[config.mk]
export PLATFORM = sky130hd
export DESIGN_NAME = pc_sequencer
export DESIGN_NICKNAME = d
export VERILOG_FILES = /design/src/rtl/uc_pkg.sv /design/src/rtl/return_stack.sv /design/src/rtl/pc_sequencer.sv
export SDC_FILE = /design/constraint.sdc
export NUM_CORES = 1
export LEC_CHECK = 0
export CAP_MARGIN = 20
export CORE_ASPECT_RATIO = 2
export CORE_MARGIN = 4
export CORE_UTILIZATION = 55
export DETAILED_ROUTE_END_ITERATION = 12
export PLACE_DENSITY = 0.78
export SYNTH_ARGS = -nofsm -noshare
export SYNTH_HDL_FRONTEND = slang
export SYNTH_SLANG_ARGS = --single-unit
[constraint.sdc]
create_clock -name clk -period 6.1 [get_ports clk]
set_clock_uncertainty 0.1 [all_clocks]
set_input_delay 1.22 -clock clk [delete_from_list [all_inputs] [get_ports clk]]
set_output_delay 1.22 -clock clk [all_outputs]
set_load 0.005 [all_outputs]
[src/rtl/uc_pkg.sv]
// Shared definitions for the uC_8bits control path.
// Contents: flow-request op encodings, sequencer state encoding and the
// default program-counter address width.
package uc_pkg;

    localparam int DEFAULT_ADDR_WIDTH = 12;

    // Flow-request opcodes presented by the instruction decoder.
    // Encodings 6 and 7 are unused and behave as OP_NEXT.
    typedef enum logic [2:0] {
        OP_NEXT   = 3'd0,
        OP_JUMP   = 3'd1,
        OP_BRANCH = 3'd2,
        OP_CALL   = 3'd3,
        OP_RET    = 3'd4,
        OP_HALT   = 3'd5
    } op_t;

    typedef enum logic [0:0] {
        ST_RUN    = 1'b0,
        ST_HALTED = 1'b1
    } state_t;

endpackage

[src/rtl/return_stack.sv]
// Hardware return-address LIFO used by pc_sequencer for CALL/RET.
// Ports:
//   clk, rst        clock, synchronous active-high reset (clears count and entries)
//   push, pop       push din / drop top entry; ignored when full / empty
//   din             return address to push
//   dout            current top entry (combinational), 0 when empty
//   count           occupancy, 0..STACK_DEPTH
//   full, empty     occupancy status
module return_stack #(
    parameter int ADDR_WIDTH  = 12,
    parameter int STACK_DEPTH = 8
) (
    input  logic                         clk,
    input  logic                         rst,
    input  logic                         push,
    input  logic                         pop,
    input  logic [ADDR_WIDTH-1:0]        din,
    output logic [ADDR_WIDTH-1:0]        dout,
    output logic [$clog2(STACK_DEPTH):0] count,
    output logic                         full,
    output logic                         empty
);

    localparam int IW = $clog2(STACK_DEPTH);
    localparam int CW = IW + 1;

    logic [CW-1:0]         count_reg;
    logic [IW-1:0]         wr_idx;
    logic [IW-1:0]         top_idx;
    logic [ADDR_WIDTH-1:0] entries [STACK_DEPTH];

    assign full    = (count_reg == CW'(STACK_DEPTH));
    assign empty   = (count_reg == '0);
    assign count   = count_reg;
    // When not full, count never exceeds STACK_DEPTH-1, so its low bits
    // address the next free slot directly.
    assign wr_idx  = count_reg[IW-1:0];
    assign top_idx = IW'(count_reg - CW'(1));
    assign dout    = empty ? '0 : entries[top_idx];

    // Entries live in individual registers so reset can clear all of them.
    generate
        for (genvar gi = 0; gi < STACK_DEPTH; gi++) begin : g_entry
            logic [ADDR_WIDTH-1:0] entry_reg;
            always_ff @(posedge clk) begin
                if (rst) begin
                    entry_reg <= '0;
                end else if (push && !full && (wr_idx == IW'(gi))) begin
                    entry_reg <= din;
                end
            end
            assign entries[gi] = entry_reg;
        end
    endgenerate

    always_ff @(posedge clk) begin
        if (rst) begin
            count_reg <= '0;
        end else if (push && !full) begin
            count_reg <= count_reg + CW'(1);
        end else if (pop && !empty) begin
            count_reg <= count_reg - CW'(1);
        end
    end

endmodule

[src/rtl/pc_sequencer.sv]
// Program-counter sequencer: turns decoder flow requests into the program
// counter's pc_inc / pc_load / pc_next controls, maintains a return-address
// stack for CALL/RET and a RUN/HALTED state machine.
// Ports:
//   clk, rst                 clock, synchronous active-high reset
//   pc_cur                   current PC
//   req_valid, req_op        flow request and opcode (uc_pkg::op_t)
//   req_target, cond_true    destination address, branch condition
//   stall                    freeze: request ignored, no PC or stack change
//   resume                   leave HALTED
//   pc_inc, pc_load, pc_next combinational controls to the program counter
//   running                  1 while in RUN
//   sp                       stack occupancy
//   stack_ovf, stack_unf     sticky fault flags, cleared only by rst
// Build option: define STACK_FAULT_HALT_EN to make a stack overflow or
// underflow suppress the PC change and halt the sequencer.
module pc_sequencer
    import uc_pkg::*;
#(
    parameter int ADDR_WIDTH  = DEFAULT_ADDR_WIDTH,
    parameter int STACK_DEPTH = 8
) (
    input  logic                         clk,
    input  logic                         rst,
    input  logic [ADDR_WIDTH-1:0]        pc_cur,
    input  logic                         req_valid,
    input  logic [2:0]                   req_op,
    input  logic [ADDR_WIDTH-1:0]        req_target,
    input  logic                         cond_true,
    input  logic                         stall,
    input  logic                         resume,
    output logic                         pc_inc,
    output logic                         pc_load,
    output logic [ADDR_WIDTH-1:0]        pc_next,
    output logic                         running,
    output logic [$clog2(STACK_DEPTH):0] sp,
    output logic                         stack_ovf,
    output logic                         stack_unf
);

    state_t                state_reg;
    logic                  stack_ovf_reg;
    logic                  stack_unf_reg;
    logic                  accept;
    logic                  push;
    logic                  pop;
    logic                  ovf_event;
    logic                  unf_event;
    logic                  halt_op;
    logic                  st_full;
    logic                  st_empty;
    logic [ADDR_WIDTH-1:0] st_top;
    logic [ADDR_WIDTH-1:0] ret_addr;

    assign accept    = req_valid && !stall && (state_reg == ST_RUN);
    assign ret_addr  = pc_cur + ADDR_WIDTH'(1);   // wraps at all-ones
    assign running   = (state_reg == ST_RUN);
    assign stack_ovf = stack_ovf_reg;
    assign stack_unf = stack_unf_reg;

    return_stack #(
        .ADDR_WIDTH  (ADDR_WIDTH),
        .STACK_DEPTH (STACK_DEPTH)
    ) u_stack (
        .clk   (clk),
        .rst   (rst),
        .push  (push),
        .pop   (pop),
        .din   (ret_addr),
        .dout  (st_top),
        .count (sp),
        .full  (st_full),
        .empty (st_empty)
    );

    // Op decode: zero-latency PC controls plus stack and fault strobes.
    always_comb begin
        pc_inc    = 1'b0;
        pc_load   = 1'b0;
        pc_next   = '0;
        push      = 1'b0;
        pop       = 1'b0;
        ovf_event = 1'b0;
        unf_event = 1'b0;
        halt_op   = 1'b0;
        if (accept) begin
            case (req_op)
                OP_JUMP: begin
                    pc_load = 1'b1;
                    pc_next = req_target;
                end
                OP_BRANCH: begin
                    if (cond_true) begin
                        pc_load = 1'b1;
                        pc_next = req_target;
                    end else begin
                        pc_inc = 1'b1;
                    end
                end
                OP_CALL: begin
                    if (st_full) begin
                        ovf_event = 1'b1;
`ifndef STACK_FAULT_HALT_EN
                        pc_load = 1'b1;
                        pc_next = req_target;
`endif
                    end else begin
                        push    = 1'b1;
                        pc_load = 1'b1;
                        pc_next = req_target;
                    end
                end
                OP_RET: begin
                    if (st_empty) begin
                        // pc_next stays 0 on underflow.
                        unf_event = 1'b1;
`ifndef STACK_FAULT_HALT_EN
                        pc_load = 1'b1;
`endif
                    end else begin
                        pop     = 1'b1;
                        pc_load = 1'b1;
                        pc_next = st_top;
                    end
                end
                OP_HALT: begin
                    halt_op = 1'b1;
                end
                default: begin
                    pc_inc = 1'b1;
                end
            endcase
        end
    end

    // Run/halt FSM and sticky fault flags.
    always_ff @(posedge clk) begin
        if (rst) begin
            state_reg     <= ST_RUN;
            stack_ovf_reg <= 1'b0;
            stack_unf_reg <= 1'b0;
        end else begin
            if (ovf_event) begin
                stack_ovf_reg <= 1'b1;
            end
            if (unf_event) begin
                stack_unf_reg <= 1'b1;
            end
            case (state_reg)
                ST_RUN: begin
`ifdef STACK_FAULT_HALT_EN
                    if (halt_op || ovf_event || unf_event) begin
                        state_reg <= ST_HALTED;
                    end
`else
                    if (halt_op) begin
                        state_reg <= ST_HALTED;
                    end
`endif
                end
                default: begin
                    if (resume) begin
                        state_reg <= ST_RUN;
                    end
                end
            endcase
        end
    end

endmodule
==> results.sh <==
export IMPL_cp_data_arrival_time_ps=3670
export IMPL_r2r_slack_ps=3370
export IMPL_first_global_vias=3891
export IMPL_boundaryPins=54
export IMPL_finalHoldViolCount=0
export IMPL_area_growth_pct=17.32
export IMPL_rsz0062_at_grt="no"
export IMPL_timing_rr_start="u_stack.count[1]$_SDFFE_PP0P_"
export IMPL_synth_flop_cell="dfxtp_1"
export IMPL_nets=569
export IMPL_ys_seq_elements=103
export IMPL_syn_area_per_cell_um2=9.586
export IMPL_start_util_pct=56.37
export IMPL_grt_max_degree=105
export IMPL_post_cts_resized=0
export IMPL_grt_pass1_wl_mm=19.20
export IMPL_vias=3937
export IMPL_grt_usage_pct=24.20
export IMPL_clock_root_buffer="clkbuf_16"
export IMPL_insertion_delay_ps=330
export IMPL_wl_per_cell_um=18.82
export IMPL_synth_edf_count=0
export IMPL_core_um2=8588
export IMPL_cts_max_level=3
export IMPL_setup_tns_ps=0
export IMPL_worstPathRequired_ps=4780
export IMPL_drv_cap=0
export IMPL_hold_start="stack_ovf$_SDFFE_PP0P_"
export IMPL_crit_path_max_fanout=19
export IMPL_ir_worst_vdd_mv=0.1771
export IMPL_power_density_nw_per_um2=236.8
export IMPL_dp_hpwl_mm=7.859
export IMPL_fin_crit_sh_pct=81.85
export IMPL_portBuffers=53
export IMPL_period_needed_ps=4993
export IMPL_yosys_warnings=0
export IMPL_clkSinkCount=103
export IMPL_largest_register_ffs=96
export IMPL_avgViaCountPerCell=6.229
export IMPL_yosysUniqueCellTypes=40
export IMPL_timing_critical_path_from="req_valid"
export IMPL_dieHeight_um=140.7
export IMPL_startpoint_type="input port"
export IMPL_place_ws_ps=1109
export IMPL_grt_ovfl_total=0
export IMPL_slew_headroom_pct=30.00
export IMPL_crit_type="in2out"
export IMPL_holdWs_ps=370.8
export IMPL_cp_end_kind="primary output"
export IMPL_clk_pin_slew_worst_paths_ps=60
export IMPL_synthCells=505
export IMPL_clockBufferDepth=2
export IMPL_syn_nets=546
export IMPL_antennaDiodeCount=0
export IMPL_worst_hold_path_type="reg2reg"
export IMPL_finalSetupViolations=0
export IMPL_dr_pass1_iters=4
export IMPL_postRouteAntennaNets=0
export IMPL_timing_fmax_mhz=200.3
export IMPL_yosysSeqAreaShare_pct=42.59
export IMPL_slew_violations=0
export IMPL_antenna_found_initial=0
export IMPL_drive_gt1_share_pct=10.34
export IMPL_die_area_um2=10460
export IMPL_max_slew_worst_pin_slew_ps=1050
export IMPL_status="complete, no violations"
export IMPL_layout_setup_ws_ps=1107
export IMPL_synth_cell_area_um2=4841
export IMPL_routed_wl_mm=11.89
export IMPL_async_flop_share_pct=0
export IMPL_gp_congestion=0.8215
export IMPL_hold_buffers=0
export IMPL_num_rows=48
export IMPL_drtIter0Drc=217
export IMPL_cts_made_buffers=9
export IMPL_leakage_nw=1.860
export IMPL_cts_setup_buffers=0
export IMPL_cts_tree="done"
export IMPL_die_x_um=74.34
export IMPL_drc=0
[synthesized netlist by cell type (2+ instances only)]
library cell | n | share of area, %
dfxtp_1 | 103 | 43
mux4_2 | 24 | 11
xnor2_1 | 5 | 0.90
nor2b_1 | 2 | 0.26
nor4_2 | 2 | 0.52
xor2_1 | 5 | 0.90
a31oi_1 | 2 | 0.26
nand2b_1 | 2 | 0.26
inv_1 | 11 | 0.85
nand3_1 | 6 | 0.62
a21oi_1 | 5 | 0.52
nand2_1 | 15 | 1.2
nor4_1 | 3 | 0.39
nor2_1 | 103 | 8.0
and3_1 | 2 | 0.26
o21ai_0 | 12 | 1.2
a211oi_1 | 80 | 12
and3b_1 | 2 | 0.36
clkbuf_1 | 39 | 3.0
ha_1 | 8 | 2.1
nor3_1 | 13 | 1.3
mux2i_1 | 20 | 4.1
nand4_1 | 3 | 0.39
nor3b_1 | 8 | 1.2
and4_1 | 6 | 1.1
buf_2 | 10 | 1.0
[final timing paths]
check,end,cells past startpoint
setup / recovery,pc_next[9],5
hold / removal,stack_ovf$_SDFFE_PP0P_,2
setup reg to reg,u_stack.g_entry[0].entry_reg[1]$_SDFFE_PP0P_,6
hold reg to reg,stack_ovf$_SDFFE_PP0P_,2
[area by class of cell]
type / instances / area [um^2]
sequential: 103 / 2063
timing repair buffer: 62 / 593.1
tap: 100 / 125.1
inverter: 11 / 41.29
clock inverter: 2 / 38.79
clock buffer: 13 / 270.3
fill: 701 / 2909
multi-input combinational: 341 / 2547
[metrics by stage]
stage	cells	cell area (um^2)	util [%]	power (W)
floorplan	505	4841	-	0.0007360
global placement	617	5370	62.53	0.0007771
detailed placement	617	5370	62.53	0.0007792
CTS	632	5679	66.13	0.001354
global route	632	5679	66.13	0.001385
finish	632	5679	66.13	0.001345
[report_power, final]
group	switching, W	leakage, nW	total [W]	internal (W)
clock	0.000230	0.152	0.000580	0.000350
combinational	0.0000503	0.878	0.0000885	0.0000382
sequential	0.00000125	0.830	0.000676	0.000675
total	0.000282	1.86	0.00134	0.00106
[placed cells by master (no fill, tap or decap), types with 11 or more instances in the layout]
| cell type | netlist | final |
|---|---|---|
| inv_1 | 11 | 11 |
| a211oi_1 | 80 | 80 |
| clkdlybuf4s50_1 | 0 | 52 |
| mux2i_1 | 20 | 20 |
| dfxtp_1 | 103 | 102 |
| nor3_1 | 13 | 13 |
| o21ai_0 | 12 | 12 |
| mux4_2 | 24 | 24 |
| nand2_1 | 15 | 15 |
| nor2_1 | 103 | 103 |
[critical path, cell delays in order]
cell and delay (ps):
clkdlybuf4s50_1 460, or3b_1 520, or4_4 720, o21ai_0 210, clkdlybuf4s50_1 530
[layer usage]
layer  vias to the layer above  global-route usage, %  wire length (um)
li1                       1881                      -                 -
met1                      1888                  27.80              4480
met2                       139                  41.99              6310
met3                        29                  3.712               704
met4                         0                  12.48               397
met5                         -                      0                 0
[cell families after synthesis]
kind of cell	synth area share, %
xor+xnor	1.809
compound gates	15.92
buf+inv	5.143
flops	42.60
mux	15.77
fa+ha+maj	2.068
simple gates	16.70
(Power assumes the default switching activity.)
